<file path="src/rtl/input_conditioner.sv">
// input_conditioner: synchronizes and debounces two raw inputs into
// one-cycle rising-edge strobes and clean levels for the sequence detector.
module input_conditioner #(
    parameter int DEBOUNCE = 4,
    localparam int CW = $clog2(DEBOUNCE + 1)
) (
    input  logic clk,
    input  logic reset,
    input  logic a_raw,
    input  logic b_raw,
    output logic A,
    output logic B,
    output logic a_level,
    output logic b_level
);
    localparam logic [3:0] LOW  = 4'b0001;
    localparam logic [3:0] RISE = 4'b0010;
    localparam logic [3:0] HIGH = 4'b0100;
    localparam logic [3:0] FALL = 4'b1000;
    localparam logic [CW-1:0] LAST = CW'(DEBOUNCE - 1);

    logic [1:0] raw;
    assign raw = {b_raw, a_raw};

    for (genvar c = 0; c < 2; c++) begin : g_ch
        logic ff1, ff2, strobe, level;
        logic [3:0] state;
        logic [CW-1:0] cnt;
        always_ff @(posedge clk) begin
            if (reset) begin
                ff1    <= 1'b0;
                ff2    <= 1'b0;
                state  <= LOW;
                cnt    <= '0;
                strobe <= 1'b0;
                level  <= 1'b0;
            end else begin
                ff1    <= raw[c];
                ff2    <= ff1;
                strobe <= 1'b0;
                case (state)
                    LOW: if (ff2) begin
                        state <= RISE;
                        cnt   <= '0;
                    end
                    RISE: if (!ff2) begin
                        state <= LOW;
                        cnt   <= '0;
                    end else if (cnt == LAST) begin
                        state  <= HIGH;
                        cnt    <= '0;
                        strobe <= 1'b1;
                        level  <= 1'b1;
                    end else cnt <= cnt + 1'b1;
                    HIGH: if (!ff2) begin
                        state <= FALL;
                        cnt   <= '0;
                    end
                    // a bounce back to 1 returns to HIGH silently: no second strobe
                    FALL: if (ff2) begin
                        state <= HIGH;
                        cnt   <= '0;
                    end else if (cnt == LAST) begin
                        state <= LOW;
                        cnt   <= '0;
                        level <= 1'b0;
                    end else cnt <= cnt + 1'b1;
                    default: begin
                        state <= LOW;
                        cnt   <= '0;
                        level <= 1'b0;
                    end
                endcase
            end
        end
    end

    assign A       = g_ch[0].strobe;
    assign B       = g_ch[1].strobe;
    assign a_level = g_ch[0].level;
    assign b_level = g_ch[1].level;
endmodule

</file>
<file path="config.mk">
export PLATFORM = sky130hd
export DESIGN_NAME = input_conditioner
export DESIGN_NICKNAME = d
export VERILOG_FILES = /design/src/rtl/input_conditioner.sv
export SDC_FILE = /design/constraint.sdc
export NUM_CORES = 1
export LEC_CHECK = 0
export ABC_AREA = 1
export CORE_MARGIN = 1.5
export CORE_UTILIZATION = 50
export DETAILED_ROUTE_END_ITERATION = 10
export PLACE_DENSITY = 0.78
export SLEW_MARGIN = 10
export SYNTH_ARGS = -nofsm -noshare
export SYNTH_HDL_FRONTEND = slang
export SYNTH_SLANG_ARGS = --single-unit
</file>
<file path="constraint.sdc">
create_clock -name clk -period 1.85 [get_ports clk]
set_clock_uncertainty 0.1 [all_clocks]
set_input_delay 0.2775 -clock clk [delete_from_list [all_inputs] [get_ports clk]]
set_output_delay 0.2775 -clock clk [all_outputs]
set_load 0.02 [all_outputs]
</file>
Word level (Yosys, flattened, before mapping)
Cells that the tools add are included.
{ "op_classes": {"add_sub_neg": 2, "n_mul": 0, "n_div": 0, "order_cmp": 0, "eq_ne": 26, "shifts": 0, "muxes": 38, "n_bitwise": 6, "reduce_logical": 10} }
{ "ops": {"columns": ["operator", "n"], "rows": [
  ["$mux W4", 12],
  ["$pmux W4 S4", 2],
  ["$mux W3", 10],
  ["$ne A2 B2 Y1 const B", 12],
  ["$pmux W3 S4", 2],
  ["$ne A3 B3 Y1 const B", 4],
  ["$mux W1", 10],
  ["$reduce_and A5 Y1", 2],
  ["$eq A4 B1 Y1 const B", 2],
  ["$eq A4 B2 Y1 const B", 2],
  ["$eq A4 B3 Y1 const B", 2],
  ["$eq A4 B4 Y1 const B", 2],
  ["$reduce_and A4 Y1", 2],
  ["$add A3 B1 Y3 const B", 2],
  ["$eq A3 B2 Y1 const B", 2],
  ["$not A1 Y1", 6],
  ["$pmux W1 S3", 2],
  ["$reduce_or A3 Y1", 2],
  ["$reduce_and A2 Y1", 2],
  ["$reduce_or A2 Y1", 2]
]} }
{ "word_totals": {"reg_bits": 22, "latch_bits": 0, "ramBits": 0, "romBits": 0, "inputBits": 4, "wordCells": 94, "memories": 0} }

Logic depth before layout (Yosys ltp)
Gate-level depths: netlist (run 1).
{ "depth": {"word_depth": 4, "mapped_depth": 9, "mapped_depth_nobuf": 9} }

Least setup slack after synthesis (run 1)
Ideal clock, no wire load.
{ "synth_path": {"path_kind": "register -> register", "from": "register g_ch[1].cnt[0]", "to": "register g_ch[1].level (netlist: b_level)", "setup_time_ns": 0.115, "arrival_ns": 1.069, "required_ns": 1.635, "path_slack_ns": 0.566, "path_stages_with_launch": 9, "n_path_buf": 0, "path_cell_list": "dfxtp_1 > ha_1 > nand2_1 > nand3_1 > nand2_1 > nor2_1 > nand3_1 > nand2_1 > nor2_1"} }
{ "synth_via": {"elab_chain_len": 3} }
{ "synth_lines": {"columns": ["element", "line", "text"], "rows": [
  ["from (decl)", "28", "logic [CW-1:0] cnt;"],
  ["from (signal assigned)", "54", "end else cnt <= cnt + 1'b1;"],
  ["from (signal assigned)", "67", "end else cnt <= cnt + 1'b1;"],
  ["$eq A3 B2 Y1 *", "49, 63", null],
  ["$ne A2 B2 Y1 (no source line)", null, null],
  ["$reduce_and A5 Y1 (no source line) *", null, null],
  ["to (signal assigned)", "53", "level <= 1'b1;"],
  ["to (signal assigned)", "66", "level <= 1'b0;"],
  ["to (signal assigned)", "71", "level <= 1'b0;"],
  ["to (decl)", "26", "logic ff1, ff2, strobe, level;"]
]} }
Every way passes the cells marked *; elsewhere a longest branch is shown, timed or not.
A chain may end at the register's enable or synchronous reset.

Worst setup path in the final report (run 1)
{ "layout_path": {"from": "register g_ch[1].level (netlist: b_level)", "to": "output b_level"} }
{ "layout_lines": {"columns": ["element", "line", "text"], "rows": [
  ["from (signal assigned)", "36", "level <= 1'b0;"],
  ["from (signal assigned)", "53", null],
  ["from (signal assigned)", "66", null],
  ["to (decl)", "14", "output logic b_level"]
]} }
No word-level cell between the ends.

==> results of run 1 <==
## kinds of logic after synthesis
family	after synthesis	synth area share (%)
AOI/OAI and AO/OA	14	7.16
xor gates and xnor gates	1	0.771
adders and majority gates	2	2.20
buffers and inverters	25	8.26
DFF	22	38.8
and+or+nand+nor	101	42.8
## power by group
| part | total (mW) | internal, mW | switching [mW] |
|---|---|---|---|
| sequential | 0.672 | 0.569 | 0.103 |
| clock | 0.261 | 0.120 | 0.141 |
| combinational | 0.830 | 0.304 | 0.526 |
| total | 1.76 | 0.993 | 0.770 |
## cell type report
cell class / instances / area (sq um) / share of cell area, %
clock buffer: 4 / 36.3 / 2.83
tap: 28 / 35.0 / 2.73
multi-input combinational: 118 / 602 / 47.0
sequential: 22 / 440 / 34.4
timing repair buffer: 8 / 77.6 / 6.05
inverter: 24 / 90.1 / 7.03
## sequential cells by signal (all words and copies together), names as in the netlist
register	flops
g_ch.ff2	2
B	1
b_level	1
a_level	1
A	1
g_ch.ff1	2
g_ch.cnt	6
g_ch.state	8
## worst min-delay path by stage
stage / startpoint / end / slack, ps / cells after the start
6_report: g_ch[1].ff1 / g_ch[1].ff2 / 320 / 2
5_1_grt: g_ch[1].ff1 / g_ch[1].ff2 / 340 / 2
4_1_cts: g_ch[1].ff1 / g_ch[1].ff2 / 320 / 2
3_5_place_dp: g_ch[1].ff1 / g_ch[1].ff2 / 300 / 2
3_3_place_gp: g_ch[1].ff1 / g_ch[1].ff2 / 300 / 2
2_1_floorplan: reset / A / 260 / 1
## layer usage
layer  GRT usage, %  vias up
met4           13.1        0
met1           20.8      473
met3           3.57        7
met5              0        -
li1               -      546
met2           37.9       27
## placed cells by master (no fill, tap or decap), types with 2 or more instances in the layout
cell / n
nor2_4: 2
a21oi_1: 6
nand2_2: 2
nand3_1: 18
inv_1: 21
nor3_1: 4
nand4_1: 3
nor2_2: 5
nand2_1: 35
nand3_2: 3
ha_1: 2
dfxtp_1: 22
nor2_1: 25
o21ai_1: 3
inv_2: 2
clkbuf_4: 3
nand2_4: 2
clkdlybuf4s50_1: 7
o21bai_1: 2
==> impl_results.md, run 1 <==
- Status: finished, final reports clean
- Maximum vdd drop: 838 uV
- Post-DRT Antenna Nets: 0
- R2R Path End: b_level
- Worst endpoint required time: 1470 ps
- Resize count post-CTS: 0
- Setup crit start kind: flop
- Crit Path Class: flop to output port
- Critical path endpoint category: output port
- RD Place Congestion: 0.904
- First-pass GRT wire length: 3970 um
- CTS H-Tree Depth: 1
- Wirelength per Cell: 10.6 um
- Met3 Wirelength: 78 um
- Rows: 17
- Stages on worst setup path: 1
- Register area share after synthesis: 38.8%
- Post-synth top cells: nand2_1 (35), nor2_1 (25), dfxtp_1 (22), inv_1 (21), nand3_1 (18)
- Ys Warns: 0
- Period utilisation layout: 87.9%
- Cell count after synthesis: 165
- Tot GR Track Use: 20.4%
- Total length of routed met2 wires: 1080 um
- Clk_lat worst skew: 300 ps
- #FFs+latches synth: 22
- R2r setup slk: 400 ps
- Area of placed instances: 1240 sq um
- Worst Hold Slack: 318 ps
- CP Launch Point: b_level
- CTS Sinks: 22
- DIE AREA: 2570 sq um
- Cell Pwr Density: 1380 nW/um^2
- Worst reg-to-reg path cell count: 8
- Number of diodes: 0
- Lkg Pwr: 0.560 nW
- Via density: 5.16
- Input/output buffers: 7
- Top Ports: 8
- Ys async rst share: 0%
- CP Capture Point: b_level
- Root buf cell: clkbuf_4
- Uppermost routed layer: met4
- Final WS setup: 224 ps
- Final Power: 1.76 mW
- CP bufs+invs: 1
- CP top delay family: buffers and inverters
- Chip height: 50.7 um
- P&R area growth vs syn: 12.8%
- Clock slew at reported path FFs: 120 ps
- Worst r2r src: g_ch[1].cnt[0]
- Count of flip-flops with a built-in enable after synthesis: 0
- Nets: 183
- Final Non-Filler Cells: 204
- Initial DRC Count: 25
- Antenna violations before repair: 0
- Largest net degree at the start of global routing: 13
- Final WL: 2160 um
- Setup TNS: 0 ps
- DRC: 0
- Total CTS buffers: 3
- Initial Utilization: 52.4%
- Top-count cell post-synth: nand2_1
- Clock Path Buffers: 2
- Setup slack at placement: 406 ps
- DR vias: 1,053
- Max Freq: 615 MHz
- TritonCTS clock tree: yes
- Hold Vio Cnt, Final: 0
- CP arrival: 1250 ps
- Layout fillers: 218
- Worst Hold Class: flop to flop
- Layout cells sized above 1: 12.5%
- Worst Max-Slew Pin Slew: 313 ps
- Top-area cell type share of the netlist area: 38.8%
- Crit path cell chain: clkdlybuf4s50_1
- Drt pass-1 iters: 4
- Mean area per synthesized cell: 6.89 sq um
- Crit path time final: 1630 ps
- Final Instance Area: 1280 sq um
- Yosys top cell by area: dfxtp_1
- CP peak stage delay: 600 ps
- Placed cells: 200
- Chip width: 50.7 um
- Post-synthesis cell area: 1140 sq um
- DPL Wire Length: 1690 um
- Post-Syn Nets: 171
- Critical path's slowest cell: clkdlybuf4s50_1
- Final Util: 59.1%
- Final slew viol count: 0
- Total gr overflow: 0
- Slew HR: 79.1%
- Prevailing post-synth register cell: dfxtp_1
- Core footprint: 2170 sq um
- Yosys cell types: 25
- Vias in the first global route: 1,030
- DRT met1 WL: 933 um
- Final setup fails: 0
- CTS hold repair buffers: 0
- Highest fanout seen on the critical path: 2
- Postcts setup bufs: 0
- Max-Cap Viols: 0
- Unrepaired setup endpoints after global routing: no
- Synth area leaders: dfxtp_1 (39%), nand2_1 (12%), nor2_1 (8.3%)
No activity file was read; power rests on OpenSTA's default activity.
==> run 2, diff against run 1 <==
--- a/config.mk
+++ b/config.mk
@@ -10,6 +10,7 @@
 export CORE_UTILIZATION = 50
 export DETAILED_ROUTE_END_ITERATION = 10
 export PLACE_DENSITY = 0.78
+export REMOVE_ABC_BUFFERS = 1
 export SLEW_MARGIN = 10
 export SYNTH_ARGS = -nofsm -noshare
 export SYNTH_HDL_FRONTEND = slang
==> constraint.sdc (replaced) <==
create_clock -name clk -period 1.85 [get_ports clk]
set_clock_uncertainty 0.1 [all_clocks]
set_input_delay 0.185 -clock clk [delete_from_list [all_inputs] [get_ports clk]]
set_output_delay 0.185 -clock clk [all_outputs]
set_load 0.02 [all_outputs]
==> run 2 against run 1 <==
  * Clock power increased by 43%
  * Wire length increased by 1.9%
  * First-iteration DRC count decreased by 28%
  * Worst setup slack improved by 75 ps
  * Power increased by 6.9%
  * Combinational power increased by 0.5%
  * Flip-flop and latch count unchanged
  * Fmax increased by 4.8%
  * Cell area increased by 1.3%
  * Final cell count unchanged
  * Hold slack got worse by 47 ps
  * Sequential power increased by 0.7%
==> impl_results.md, run 2 (synthesis results as in run 1) <==
- Status: finished, final reports clean
- Comb power frac: 44.3%
- First-pass GRT wire length: 3770 um
- DRC: 0
- CTS Sinks: 22
- Final Util: 59.8%
- Wirelength per Cell: 10.8 um
- Crit path time final: 1550 ps
- Worst endpoint required time: 1560 ps
- Commonest non-fill, non-tap cell in the layout: nand2_1
- Crit path cell chain: clkdlybuf4s50_1
- DPL Wire Length: 1690 um
- Maximum vdd drop: 905 uV
- Top Ports: 8
- Largest register FFs: 8
- Final slew viol count: 0
- Chip width: 50.7 um
- Unrepaired setup endpoints after global routing: no
- Core footprint: 2170 sq um
- Rows: 17
- Crit Path Class: flop to output port
- Initial Utilization: 52.4%
- Layout cells sized above 1: 12.5%
- Multi-input gate area: 602 sq um
- Slew HR: 79.6%
- Reg power frac: 35.9%
- Most frequent cells in the layout: nand2_1 (35), nor2_1 (25), dfxtp_1 (22), inv_1 (21), nand3_1 (18)
- Period utilisation layout: 83.8%
- Number of diodes: 0
- RD Place Congestion: 0.868
- Vias in the first global route: 904
- Highest fanout seen on the critical path: 2
- Worst Max-Slew Pin Slew: 305 ps
- Max-Cap Viols: 0
- CTS H-Tree Depth: 1
- Total gr overflow: 0
- Critical path's slowest cell: clkdlybuf4s50_1
- Register area: 440 sq um
- CP arrival: 1270 ps
- Total CTS buffers: 3
- DR vias: 1,026
- Final WS setup: 299 ps
- Max Freq: 645 MHz
- Critical path endpoint category: output port
- Internal: 1.09 mW
- DIE AREA: 2570 sq um
- Chip height: 50.7 um
- Input/output buffers: 7
- Root buf cell: clkbuf_4
- CP bufs+invs: 1
- Net Sw Frac: 42.0%
- Via density: 5.03
- Nets: 183
- CTS hold repair buffers: 0
- Setup slack at placement: 365 ps
- TritonCTS clock tree: yes
- Worst Hold Class: primary input to flop
- Final WL: 2200 um
- Post-DRT Antenna Nets: 0
- Postcts setup bufs: 0
- Initial DRC Count: 18
- Clk_lat worst skew: 320 ps
- Lkg Pwr: 0.567 nW
- Hold Vio Cnt, Final: 0
- Worst Hold Slack: 271 ps
- Biggest register: g_ch.state
- Largest net degree at the start of global routing: 14
- Clock slew at reported path FFs: 130 ps
- Resize count post-CTS: 0
- Clock power frac: 19.8%
- Antenna violations before repair: 0
- Cell Pwr Density: 1450 nW/um^2
- CP peak stage delay: 600 ps
- Biggest regs: g_ch.state (8), g_ch.cnt (6)
- Tot GR Track Use: 19.1%
- Switching power: 0.792 mW
- Setup crit start kind: flop
- Setup TNS: 0 ps
- Clock Path Buffers: 2
- Drt pass-1 iters: 4
- P&R area growth vs syn: 14.2%
- Final setup fails: 0
- Layout fillers: 219
- CP top delay family: buffers and inverters
run 2: changes by cell type in the layout (fill, tap and decap cells not counted):
| cell | change |
|---|---|
| bufinv_16 | +1 |
| clkbuf_8 | -1 |
run 2: stage by stage:
stage                     cell area [sq um]  cells  power (mW)
after floorplan                        1130    164        1.33
after global placement                 1240    200        1.48
after detailed placement               1240    200        1.51
after CTS                              1300    204        1.88
after global routing                   1300    204        2.03
final                                  1300    204        1.88
run 2: worst paths after layout:
check / startpoint / to / slack, ps / depth (start not counted)
hold reg to reg: g_ch[0].ff1 / g_ch[0].ff2 / 310 / 2
setup reg to reg: g_ch[1].cnt[0] / b_level / 340 / 8
hold / removal: b_raw / g_ch[1].ff1 / 270 / 3
setup / recovery: a_level / a_level / 300 / 1
run 2: power by group through the flow:
stage / sequential [mW] / combinational, mW / clock (mW)
global placement: 0.686 / 0.797 / 0
detailed placement: 0.688 / 0.820 / 0
finish: 0.677 / 0.834 / 0.373
floorplan: 0.676 / 0.653 / 0
CTS: 0.677 / 0.826 / 0.375
global route: 0.695 / 0.945 / 0.393
run 2: layer usage:
metal  routed length [um]  vias up  part of all wire (%)  track usage (%)
li1                     -      543                     -                -
met1                 1090      454                    50             26.6
met2                  972       24                    44             27.9
met3                   94        5                   4.3             3.87
met4                   40        0                   1.8             9.91
met5                    0        -                     0                0
run 2: final cells by class:
class	count	area share, %
Tap cell	28	2.70
Clock buffer	3	1.74
Timing Repair Buffer	8	5.98
Inverter	24	6.94
Clock inverter	1	2.31
Sequential cell	22	33.9
Multi-Input combinational cell	118	46.4
